File: config.mk
export PLATFORM = sky130hd
export DESIGN_NAME = uc_multiciclo_flat
export DESIGN_NICKNAME = d
export VERILOG_FILES = /design/src/rtl/uc_multiciclo_pkg.sv /design/src/rtl/uc_multiciclo_if.sv /design/src/rtl/uc_multiciclo_alu_deco_ext.sv /design/src/rtl/uc_multiciclo.sv /design/src/flat_wrapper.sv
export SDC_FILE = /design/constraint.sdc
export NUM_CORES = 1
export LEC_CHECK = 0
export BUFFER_PORTS_ARGS = -buffer_cell sky130_fd_sc_hd__buf_4
export CAP_MARGIN = 5
export CORE_ASPECT_RATIO = 1.25
export CORE_MARGIN = 4
export CORE_UTILIZATION = 40
export DETAILED_ROUTE_END_ITERATION = 16
export PLACE_DENSITY = 0.76
export SLEW_MARGIN = 15
export SYNTH_ARGS = -nofsm -noshare
export SYNTH_HDL_FRONTEND = slang
export SYNTH_SLANG_ARGS = --single-unit
File: constraint.sdc
create_clock -name clk -period 2.8 [get_ports clk]
set_clock_uncertainty 0.1 [all_clocks]
set_input_delay 0.28 -clock clk [delete_from_list [all_inputs] [get_ports clk]]
set_output_delay 0.28 -clock clk [all_outputs]
set_load 0.05 [all_outputs]
File: src/rtl/uc_multiciclo_pkg.sv
// Shared constants for the multicycle RV32I control unit: FSM state codes,
// opcodes, ALU operation classes and ALU control encodings.
package uc_multiciclo_pkg;

  localparam logic [3:0] S_FETCH    = 4'd0,
                         S_DECODE   = 4'd1,
                         S_MEMADR   = 4'd2,
                         S_MEMREAD  = 4'd3,
                         S_MEMWB    = 4'd4,
                         S_MEMWRITE = 4'd5,
                         S_EXECR    = 4'd6,
                         S_EXECI    = 4'd7,
                         S_ALUWB    = 4'd8,
                         S_BRANCH   = 4'd9,
                         S_JAL      = 4'd10;

  localparam logic [6:0] OP_LW  = 7'b0000011,
                         OP_SW  = 7'b0100011,
                         OP_R   = 7'b0110011,
                         OP_I   = 7'b0010011,
                         OP_JAL = 7'b1101111,
                         OP_BR  = 7'b1100011;

  localparam logic [1:0] ALUOP_ADD   = 2'b00,
                         ALUOP_SUB   = 2'b01,
                         ALUOP_FUNCT = 2'b10;

  // 4-bit codes; a 3-bit ALU uses the low bits of the base operations only
  localparam logic [3:0] ALU_ADD = 4'b0000,
                         ALU_SUB = 4'b0001,
                         ALU_AND = 4'b0010,
                         ALU_OR  = 4'b0011,
                         ALU_XOR = 4'b0100,
                         ALU_SLT = 4'b0101,
                         ALU_SLL = 4'b0110,
                         ALU_SRL = 4'b0111,
                         ALU_SRA = 4'b1000;

  function automatic logic [2:0] imm_src_of(input logic [6:0] op);
    case (op)
      OP_SW:   return 3'b001;
      OP_BR:   return 3'b010;
      OP_JAL:  return 3'b011;
      default: return 3'b000;
    endcase
  endfunction

endpackage

File: src/rtl/uc_multiciclo_if.sv
// Control-unit <-> datapath bundle: instruction fields and status in, mux selects and enables out.
interface uc_multiciclo_if #(parameter int ALU_CTRL_W = 3);
  logic [6:0]            op;
  logic [2:0]            f3;
  logic [6:0]            f7;
  logic                  zero;
  logic                  memReady;
  logic                  pcWrite;
  logic                  adrSrc;
  logic                  memWrite;
  logic                  irWrite;
  logic [1:0]            resultSrc;
  logic [1:0]            aluSrcA;
  logic [1:0]            aluSrcB;
  logic [2:0]            immSrc;
  logic                  regWrite;
  logic [ALU_CTRL_W-1:0] aluControl;
  logic                  illegalOp;
  logic [3:0]            state;

  modport master (
    input  op, f3, f7, zero, memReady,
    output pcWrite, adrSrc, memWrite, irWrite, resultSrc, aluSrcA, aluSrcB,
           immSrc, regWrite, aluControl, illegalOp, state
  );

  modport slave (
    output op, f3, f7, zero, memReady,
    input  pcWrite, adrSrc, memWrite, irWrite, resultSrc, aluSrcA, aluSrcB,
           immSrc, regWrite, aluControl, illegalOp, state
  );
endinterface

File: src/rtl/uc_multiciclo_alu_deco_ext.sv
// Combinational ALU decoder: aluOp/f3/f7[5]/op[5] -> aluControl, plus a flag saying
// whether f3 names an operation this ALU width can perform.
module alu_deco_ext
  import uc_multiciclo_pkg::*;
#(
  parameter int ALU_CTRL_W = 3
) (
  input  logic [1:0]            alu_op,
  input  logic [2:0]            f3,
  input  logic                  f7_5,
  input  logic                  op_5,
  output logic [ALU_CTRL_W-1:0] alu_control,
  output logic                  f3_ok
);

  localparam bit EXT_ALU = (ALU_CTRL_W >= 4);

  logic [3:0] f3_code;
  logic [3:0] code;

  // f3_ok is independent of alu_op so DECODE can flag illegal R/I forms early
  always_comb begin
    f3_ok   = 1'b1;
    f3_code = ALU_ADD;
    case (f3)
      3'b000: f3_code = (op_5 && f7_5) ? ALU_SUB : ALU_ADD;
      3'b010: f3_code = ALU_SLT;
      3'b110: f3_code = ALU_OR;
      3'b111: f3_code = ALU_AND;
      3'b100: begin
        f3_code = EXT_ALU ? ALU_XOR : ALU_ADD;
        f3_ok   = EXT_ALU;
      end
      3'b001: begin
        f3_code = EXT_ALU ? ALU_SLL : ALU_ADD;
        f3_ok   = EXT_ALU;
      end
      3'b101: begin
        f3_code = !EXT_ALU ? ALU_ADD : (f7_5 ? ALU_SRA : ALU_SRL);
        f3_ok   = EXT_ALU;
      end
      default: f3_ok = 1'b0;
    endcase
  end

  always_comb begin
    code = ALU_ADD;
    case (alu_op)
      ALUOP_ADD: code = ALU_ADD;
      ALUOP_SUB: code = ALU_SUB;
      default:   code = f3_code;
    endcase
  end

  assign alu_control = code[ALU_CTRL_W-1:0];

endmodule

File: src/rtl/uc_multiciclo.sv
// Multicycle RV32I control unit: Moore FSM over fetch/decode/execute/memory/writeback,
// stalling on memReady in FETCH, MEMREAD and MEMWRITE.
module uc_multiciclo
  import uc_multiciclo_pkg::*;
#(
  parameter int ALU_CTRL_W = 3,
  parameter bit EXT_BRANCH = 1'b1
) (
  input  logic            clk,
  input  logic            reset,
  uc_multiciclo_if.master bus
);

  logic [3:0]            state_q;
  logic [3:0]            next_state;
  logic [3:0]            decode_next;
  logic [1:0]            alu_op;
  logic [1:0]            result_src;
  logic [1:0]            alu_src_a;
  logic [1:0]            alu_src_b;
  logic                  adr_src;
  logic                  mem_write;
  logic                  ir_write;
  logic                  reg_write;
  logic                  pc_update;
  logic                  illegal;
  logic                  f3_ok;
  logic                  br_ok;
  logic                  taken;
  logic [ALU_CTRL_W-1:0] alu_ctl;
  logic                  unused_f7;

  assign unused_f7 = ^{bus.f7[6], bus.f7[4:0]};

  alu_deco_ext #(.ALU_CTRL_W(ALU_CTRL_W)) u_alu_deco (
    .alu_op      (alu_op),
    .f3          (bus.f3),
    .f7_5        (bus.f7[5]),
    .op_5        (bus.op[5]),
    .alu_control (alu_ctl),
    .f3_ok       (f3_ok)
  );

  assign br_ok = (bus.f3 == 3'b000) || (EXT_BRANCH && (bus.f3 == 3'b001));
  assign taken = ((bus.f3 == 3'b000) && bus.zero) ||
                 (EXT_BRANCH && (bus.f3 == 3'b001) && !bus.zero);

  always_ff @(posedge clk or posedge reset) begin
    if (reset) state_q <= S_FETCH;
    else       state_q <= next_state;
  end

  always_comb begin
    illegal     = 1'b0;
    decode_next = S_FETCH;
    case (bus.op)
      OP_LW, OP_SW: decode_next = S_MEMADR;
      OP_R:   if (f3_ok) decode_next = S_EXECR;  else illegal = 1'b1;
      OP_I:   if (f3_ok) decode_next = S_EXECI;  else illegal = 1'b1;
      OP_JAL: decode_next = S_JAL;
      OP_BR:  if (br_ok) decode_next = S_BRANCH; else illegal = 1'b1;
      default: illegal = 1'b1;
    endcase
  end

  always_comb begin
    next_state = S_FETCH;
    case (state_q)
      S_FETCH:    next_state = bus.memReady ? S_DECODE : S_FETCH;
      S_DECODE:   next_state = decode_next;
      S_MEMADR:   next_state = (bus.op == OP_SW) ? S_MEMWRITE : S_MEMREAD;
      S_MEMREAD:  next_state = bus.memReady ? S_MEMWB : S_MEMREAD;
      S_MEMWRITE: next_state = bus.memReady ? S_FETCH : S_MEMWRITE;
      S_EXECR, S_EXECI, S_JAL: next_state = S_ALUWB;
      default:    next_state = S_FETCH;
    endcase
  end

  // Moore output table; only FETCH looks at memReady
  always_comb begin
    adr_src    = 1'b0;
    mem_write  = 1'b0;
    ir_write   = 1'b0;
    reg_write  = 1'b0;
    pc_update  = 1'b0;
    result_src = 2'b00;
    alu_src_a  = 2'b00;
    alu_src_b  = 2'b00;
    alu_op     = ALUOP_ADD;
    case (state_q)
      S_FETCH: begin
        alu_src_b  = 2'b10;
        result_src = 2'b10;
        ir_write   = bus.memReady;
        pc_update  = bus.memReady;
      end
      S_DECODE: begin
        alu_src_a = 2'b01;
        alu_src_b = 2'b01;
      end
      S_MEMADR: begin
        alu_src_a = 2'b10;
        alu_src_b = 2'b01;
      end
      S_MEMREAD:  adr_src = 1'b1;
      S_MEMWB: begin
        result_src = 2'b01;
        reg_write  = 1'b1;
      end
      S_MEMWRITE: begin
        adr_src   = 1'b1;
        mem_write = 1'b1;
      end
      S_EXECR: begin
        alu_src_a = 2'b10;
        alu_op    = ALUOP_FUNCT;
      end
      S_EXECI: begin
        alu_src_a = 2'b10;
        alu_src_b = 2'b01;
        alu_op    = ALUOP_FUNCT;
      end
      S_ALUWB:    reg_write = 1'b1;
      S_BRANCH: begin
        alu_src_a = 2'b10;
        alu_op    = ALUOP_SUB;
      end
      S_JAL: begin
        alu_src_a = 2'b01;
        alu_src_b = 2'b10;
        pc_update = 1'b1;
      end
      default: ;
    endcase
  end

  assign bus.pcWrite    = pc_update || ((state_q == S_BRANCH) && taken);
  assign bus.adrSrc     = adr_src;
  assign bus.memWrite   = mem_write;
  assign bus.irWrite    = ir_write;
  assign bus.resultSrc  = result_src;
  assign bus.aluSrcA    = alu_src_a;
  assign bus.aluSrcB    = alu_src_b;
  assign bus.immSrc     = imm_src_of(bus.op);
  assign bus.regWrite   = reg_write;
  assign bus.aluControl = alu_ctl;
  assign bus.illegalOp  = (state_q == S_DECODE) && illegal;
  assign bus.state      = state_q;

endmodule
File: src/flat_wrapper.sv
// flat-port wrapper written by rule: the top's interface ports become plain ports
module uc_multiciclo_flat import uc_multiciclo_pkg::*;
#(
  parameter int ALU_CTRL_W = 3,
  parameter bit EXT_BRANCH = 1'b1
)
  (clk, reset, bus_op, bus_f3, bus_f7, bus_zero, bus_memReady, bus_pcWrite, bus_adrSrc, bus_memWrite, bus_irWrite, bus_resultSrc, bus_aluSrcA, bus_aluSrcB, bus_immSrc, bus_regWrite, bus_aluControl, bus_illegalOp, bus_state);
  uc_multiciclo_if #(.ALU_CTRL_W(ALU_CTRL_W)) bus_i ();
  input  logic clk;
  input  logic reset;
  input wire logic [$bits(bus_i.op)-1:0] bus_op;
  input wire logic [$bits(bus_i.f3)-1:0] bus_f3;
  input wire logic [$bits(bus_i.f7)-1:0] bus_f7;
  input wire logic [$bits(bus_i.zero)-1:0] bus_zero;
  input wire logic [$bits(bus_i.memReady)-1:0] bus_memReady;
  output wire logic [$bits(bus_i.pcWrite)-1:0] bus_pcWrite;
  output wire logic [$bits(bus_i.adrSrc)-1:0] bus_adrSrc;
  output wire logic [$bits(bus_i.memWrite)-1:0] bus_memWrite;
  output wire logic [$bits(bus_i.irWrite)-1:0] bus_irWrite;
  output wire logic [$bits(bus_i.resultSrc)-1:0] bus_resultSrc;
  output wire logic [$bits(bus_i.aluSrcA)-1:0] bus_aluSrcA;
  output wire logic [$bits(bus_i.aluSrcB)-1:0] bus_aluSrcB;
  output wire logic [$bits(bus_i.immSrc)-1:0] bus_immSrc;
  output wire logic [$bits(bus_i.regWrite)-1:0] bus_regWrite;
  output wire logic [$bits(bus_i.aluControl)-1:0] bus_aluControl;
  output wire logic [$bits(bus_i.illegalOp)-1:0] bus_illegalOp;
  output wire logic [$bits(bus_i.state)-1:0] bus_state;
  assign bus_i.op = bus_op;
  assign bus_i.f3 = bus_f3;
  assign bus_i.f7 = bus_f7;
  assign bus_i.zero = bus_zero;
  assign bus_i.memReady = bus_memReady;
  assign bus_pcWrite = bus_i.pcWrite;
  assign bus_adrSrc = bus_i.adrSrc;
  assign bus_memWrite = bus_i.memWrite;
  assign bus_irWrite = bus_i.irWrite;
  assign bus_resultSrc = bus_i.resultSrc;
  assign bus_aluSrcA = bus_i.aluSrcA;
  assign bus_aluSrcB = bus_i.aluSrcB;
  assign bus_immSrc = bus_i.immSrc;
  assign bus_regWrite = bus_i.regWrite;
  assign bus_aluControl = bus_i.aluControl;
  assign bus_illegalOp = bus_i.illegalOp;
  assign bus_state = bus_i.state;
  uc_multiciclo #(.ALU_CTRL_W(ALU_CTRL_W), .EXT_BRANCH(EXT_BRANCH)) u_core (.clk(clk), .reset(reset), .bus(bus_i));
endmodule
# Yosys cells after proc, flatten, opt, wreduce, memory -nomap -nowiden
# Cells that the tools add are included.
# Widths: inputs -> output; s select.
[totals]
register_bits = 4
input_bits = 21
output_inout_bits = 22
word_cells = 72
[classes]
n_eq_ne = 21
mux = 26
n_reduce_logical = 24
[ops]
columns = ["operator", "n"]
rows = [
  ["$pmux 4 s6", 1],
  ["$pmux 4 s5", 1],
  ["$eq 4x3->1 const B", 4],
  ["$pmux 2 s2", 4],
  ["$mux 3", 5],
  ["$eq 7x6->1 const B", 2],
  ["$eq 7x7->1 const B", 2],
  ["$reduce_or 2->1", 7],
  ["$eq 4x4->1 const B", 3],
  ["$pmux 3 s4", 1],
  ["$mux 1", 9],
  ["$reduce_or 3->1", 3],
  ["$eq 4x2->1 const B", 2],
  ["$reduce_or 4->1", 2],
  ["$eq 7x2->1 const B", 1],
  ["$eq 7x5->1 const B", 1],
  ["$eq 3x3->1 const B", 2],
  ["$pmux 2 s3", 1],
  ["$pmux 3 s2", 1],
  ["$logic_and 1x1->1", 5],
  ["$eq 4x1->1 const B", 1],
  ["$logic_not 4->1", 1],
  ["$mux 4", 1],
  ["$eq 3x1->1 const B", 1],
  ["8 further kinds", 10],
]

# Depth between registers and ports, before layout
[depth]
word_depth = 6
mapped_depth = 5
depth_no_buf = 4

# By module
# From an unflattened synthesis, not the netlist that was laid out.
[hier_totals]
hier_cells = 96
area_unflattened_um2 = 678.2
[by_module_without_submodules]
columns = ["module", "n_inst", "cells_each", "area_per_inst_um2", "seq_area_each_um2"]
rows = [
  ["uc_multiciclo", 1, 87, 614.3, 100.1],
  ["alu_deco_ext", 1, 9, 63.8, 0.0],
]

# Worst setup path after synthesis
# OpenSTA, ideal clock, no wires.
[synth_path]
path_type = "reg-to-output"
from = "reg u_core.state_q[1], in the netlist u_core.bus.state[1]"
to = "out bus_irWrite"
arrival_time_ps = 3064
required_time_ps = 2420
setup_slack_ps = -644
stages_incl_launch_ff = 4
path_buffers = 1
path_cell_list = "dfrtp_1 -> clkbuf_1 -> nor4_1 -> and2_1"
[synth_between]
elab_chain_cells = 2
[synth_lines]
columns = ["element", "line", "source"]
rows = [
  ["start: declaration", "uc_multiciclo.sv:14", "logic [3:0] state_q;"],
  ["start signal: assignment", "uc_multiciclo.sv:50", "else state_q <= next_state;"],
  ["$logic_not 4->1", "uc_multiciclo.sv:90", "case (state_q)"],
  ["$mux 1", "uc_multiciclo.sv:90", ""],
  ["end: declaration", "flat_wrapper.sv:19", "output wire logic [$bits(bus_i.irWrite)-1:0] bus_irWrite;"],
]
# Every way passes these cells.

# Worst setup path in the final report
[layout_path]
from = "reg u_core.state_q[1], in the netlist u_core.bus.state[1]"
to = "out bus_pcWrite"
[layout_between]
elab_chain_cells = 3
elab_cells_between_ends = 6
cone_classes = "2 x eq/ne; 1 x mux; 3 x reduce/logical"
[layout_lines]
columns = ["element", "line", "source"]
rows = [
  ["$eq 4x4->1 (tied with other cells)", "uc_multiciclo.sv:90", ""],
  ["$pmux 1 s2 or $logic_and 1x1->1 (tied branches)", "uc_multiciclo.sv:90, uc_multiciclo.sv:137", ""],
  ["$logic_or 1x1->1 (*)", "uc_multiciclo.sv:137", "assign bus.pcWrite = pc_update || ((state_q == S_BRANCH) && taken);"],
  ["end: declaration", "flat_wrapper.sv:16", "output wire logic [$bits(bus_i.pcWrite)-1:0] bus_pcWrite;"],
]
# Every way passes the cells marked *; elsewhere a longest branch is shown, timed or not.

==> flow_metrics.env <==
export IMPL_antenna_found_initial=0
export IMPL_synth_ff_type="dfrtp_1"
export IMPL_rsz0062_at_grt="no"
export IMPL_nNetsFinal=153
export IMPL_firstDrtPassIters=4
export IMPL_yosysUniqueCellTypes=41
export IMPL_drive_above_1_share=0.346
export IMPL_vias_per_cell=5.55
export IMPL_grt_ovfl_total=0
export IMPL_period_needed_ns=2.43
export IMPL_grtUsageTotal=0.170
export IMPL_num_io_pins=43
export IMPL_wl_mm=1.83
export IMPL_synth_edf_count=0
export IMPL_grt_pass1_vias=726
export IMPL_max_vdd_ir_drop_v=0.000289
export IMPL_grt_pass1_wl_mm=3.08
export IMPL_dieArea_sq_um=2350
export IMPL_cts_sinks=4
export IMPL_min_path_type="in -> reg"
export IMPL_async_flop_share=1.00
export IMPL_antenna_cells=0
export IMPL_cts_resized=0
export IMPL_worstPathRequired_ns=2.42
export IMPL_grt_max_degree=20
export IMPL_worstMarginPinSlew_ns=0.551
export IMPL_fin_util=0.611
export IMPL_maxSlewViolCount=0
export IMPL_cp_arrival_ns=2.05
export IMPL_timing_fmax_mhz=411
export IMPL_die_y_microns=53.2
export IMPL_ys_seq_area_frac=0.153
export IMPL_finalHoldViolCount=0
export IMPL_status="completed"
export IMPL_cts_root_buf="clkbuf_4"
export IMPL_syn_inst=98
export IMPL_initial_utilization=0.419
export IMPL_avgSynthCellArea_sq_um=6.68
export IMPL_clk_insertion_delay_late_ns=0.22
export IMPL_criticalPathCategory="reg -> out"
export IMPL_finalWeightedCongestion=0.868
export IMPL_total_power_w=0.000248
export IMPL_rows=16
export IMPL_synth_nets=119
export IMPL_io_buffers=35
export IMPL_cp_start_kind="flop"
export IMPL_drt_iter0_drc=12
export IMPL_drv_cap=0
export IMPL_powerDensity_nw_per_um2=260
export IMPL_antenna_left=0
export IMPL_dp_hpwl_mm=1.44
export IMPL_cts_tree="yes"
export IMPL_die_w_microns=44.2
export IMPL_wl_per_cell_microns=12.4
export IMPL_ys_seq_elements=4
export IMPL_drc=0
export IMPL_end_kind="primary output"
export IMPL_post_cts_buffers=0
export IMPL_post_route_period_util=0.869
export IMPL_finalSetupViolCount=0
export IMPL_largest_reg_flops=4
export IMPL_clk_pin_slew_worst_paths_ns=0.03
export IMPL_ctsHoldBuffers=1
export IMPL_cp_max_fo=16
export IMPL_final_common_cell="buf_4"
export IMPL_fp_coreArea_sq_um=1560
export IMPL_tns_ns=0
export IMPL_area_growth_pct=45.7
export IMPL_layout_common_cells="buf_4 (36), nor2_1 (11), nand2b_1 (7), a21oi_1 (7), nand2_1 (7)"
export IMPL_cts_htree_levels=1
export IMPL_slew_headroom=0.633
export IMPL_cts_path_max_buffers=2
export IMPL_syn_area_sq_um=654
export IMPL_p_leak_nw=0.429
export IMPL_via_count=821
export IMPL_synth_warnings=0
export IMPL_cts_buffers=3
[metrics by stage]
stage / cell area (sq um) / hold slack (ns) / std cells / setup WS [ns]
2_1_floorplan: 667 / -0.0539 / 98 / -0.0118
3_3_place_gp: 921 / 0.0669 / 144 / 0.617
3_5_place_dp: 921 / 0.0781 / 144 / 0.600
4_1_cts: 953 / 0.310 / 148 / 0.363
5_1_grt: 953 / 0.320 / 148 / 0.255
6_report: 953 / 0.319 / 148 / 0.367
[final timing paths]
check	end	depth (start not counted)	from	slack, ns
worst max-delay path	bus_pcWrite	5	u_core.bus.state[1]	0.37
worst min-delay path	u_core.bus.state[0]	3	bus_op[5]	0.32
worst max register to register	u_core.bus.state[2]	4	u_core.bus.state[2]	1.13
worst min register to register	u_core.bus.state[0]	1	u_core.bus.state[3]	0.71
max in group asynchronous	u_core.bus.state[3]	3	reset	2.04
min in group asynchronous	u_core.bus.state[2]	3	reset	0.42
[area by class of cell]
class	count	area (sq um)
repair buffers	37	280
clock buffers	3	22.5
flip-flops and latches	4	100
inverters	3	11.3
well taps	18	22.5
multi-input cells	83	517
fillers	153	608
[power breakdown]
part | total, W | internal (W) | switching [W] | leakage [nW]
sequential | 0.0000613 | 0.0000595 | 0.00000181 | 0.0544
combinational | 0.000121 | 0.0000443 | 0.0000769 | 0.361
clock | 0.0000654 | 0.0000475 | 0.0000179 | 0.0138
total | 0.000248 | 0.000151 | 0.0000965 | 0.429
[critical path: stages (launching register included)]
cell and delay, ns:
dfrtp_1 0.55, and2b_2 0.35, nand2_2 0.07, or4_1 0.48
a21oi_1 0.16, buf_4 0.22
[cells by family (layout without fill, tap and decap cells)]
| kind of cell | Yosys count | count (layout) | synth area share |
|---|---|---|---|
| xor+xnor | 4 | 4 | 0.0535 |
| other cells | 1 | 1 | 0.00573 |
| simple gates | 53 | 53 | 0.457 |
| buf+inv | 11 | 43 | 0.0765 |
| flops | 4 | 4 | 0.153 |
| compound gates | 25 | 25 | 0.254 |
[routing by layer]
metal / global-route usage / vias to the layer above / wire length (microns)
li1: - / 418 / -
met1: 0.204 / 374 / 766
met2: 0.296 / 27 / 931
met3: 0.0238 / 2 / 114
met4: 0.0704 / 0 / 17
met5: 0 / - / 0
[cell usage after synthesis (2+ instances only)]
master / count / share of area
nor2_1: 11 / 0.063
nor4_1: 3 / 0.029
nor2b_1: 2 / 0.019
nand2b_1: 7 / 0.067
clkbuf_1: 5 / 0.029
xnor2_1: 3 / 0.040
buf_4: 2 / 0.023
o21ai_0: 4 / 0.031
nor3_1: 5 / 0.038
dfrtp_1: 4 / 0.15
and2_1: 4 / 0.038
a31oi_1: 2 / 0.019
o2111ai_1: 2 / 0.027
inv_1: 3 / 0.017
nand2_1: 7 / 0.040
a21o_1: 2 / 0.023
nand3b_1: 2 / 0.023
a21oi_1: 7 / 0.054
No activity file was read; power rests on OpenSTA's default activity.
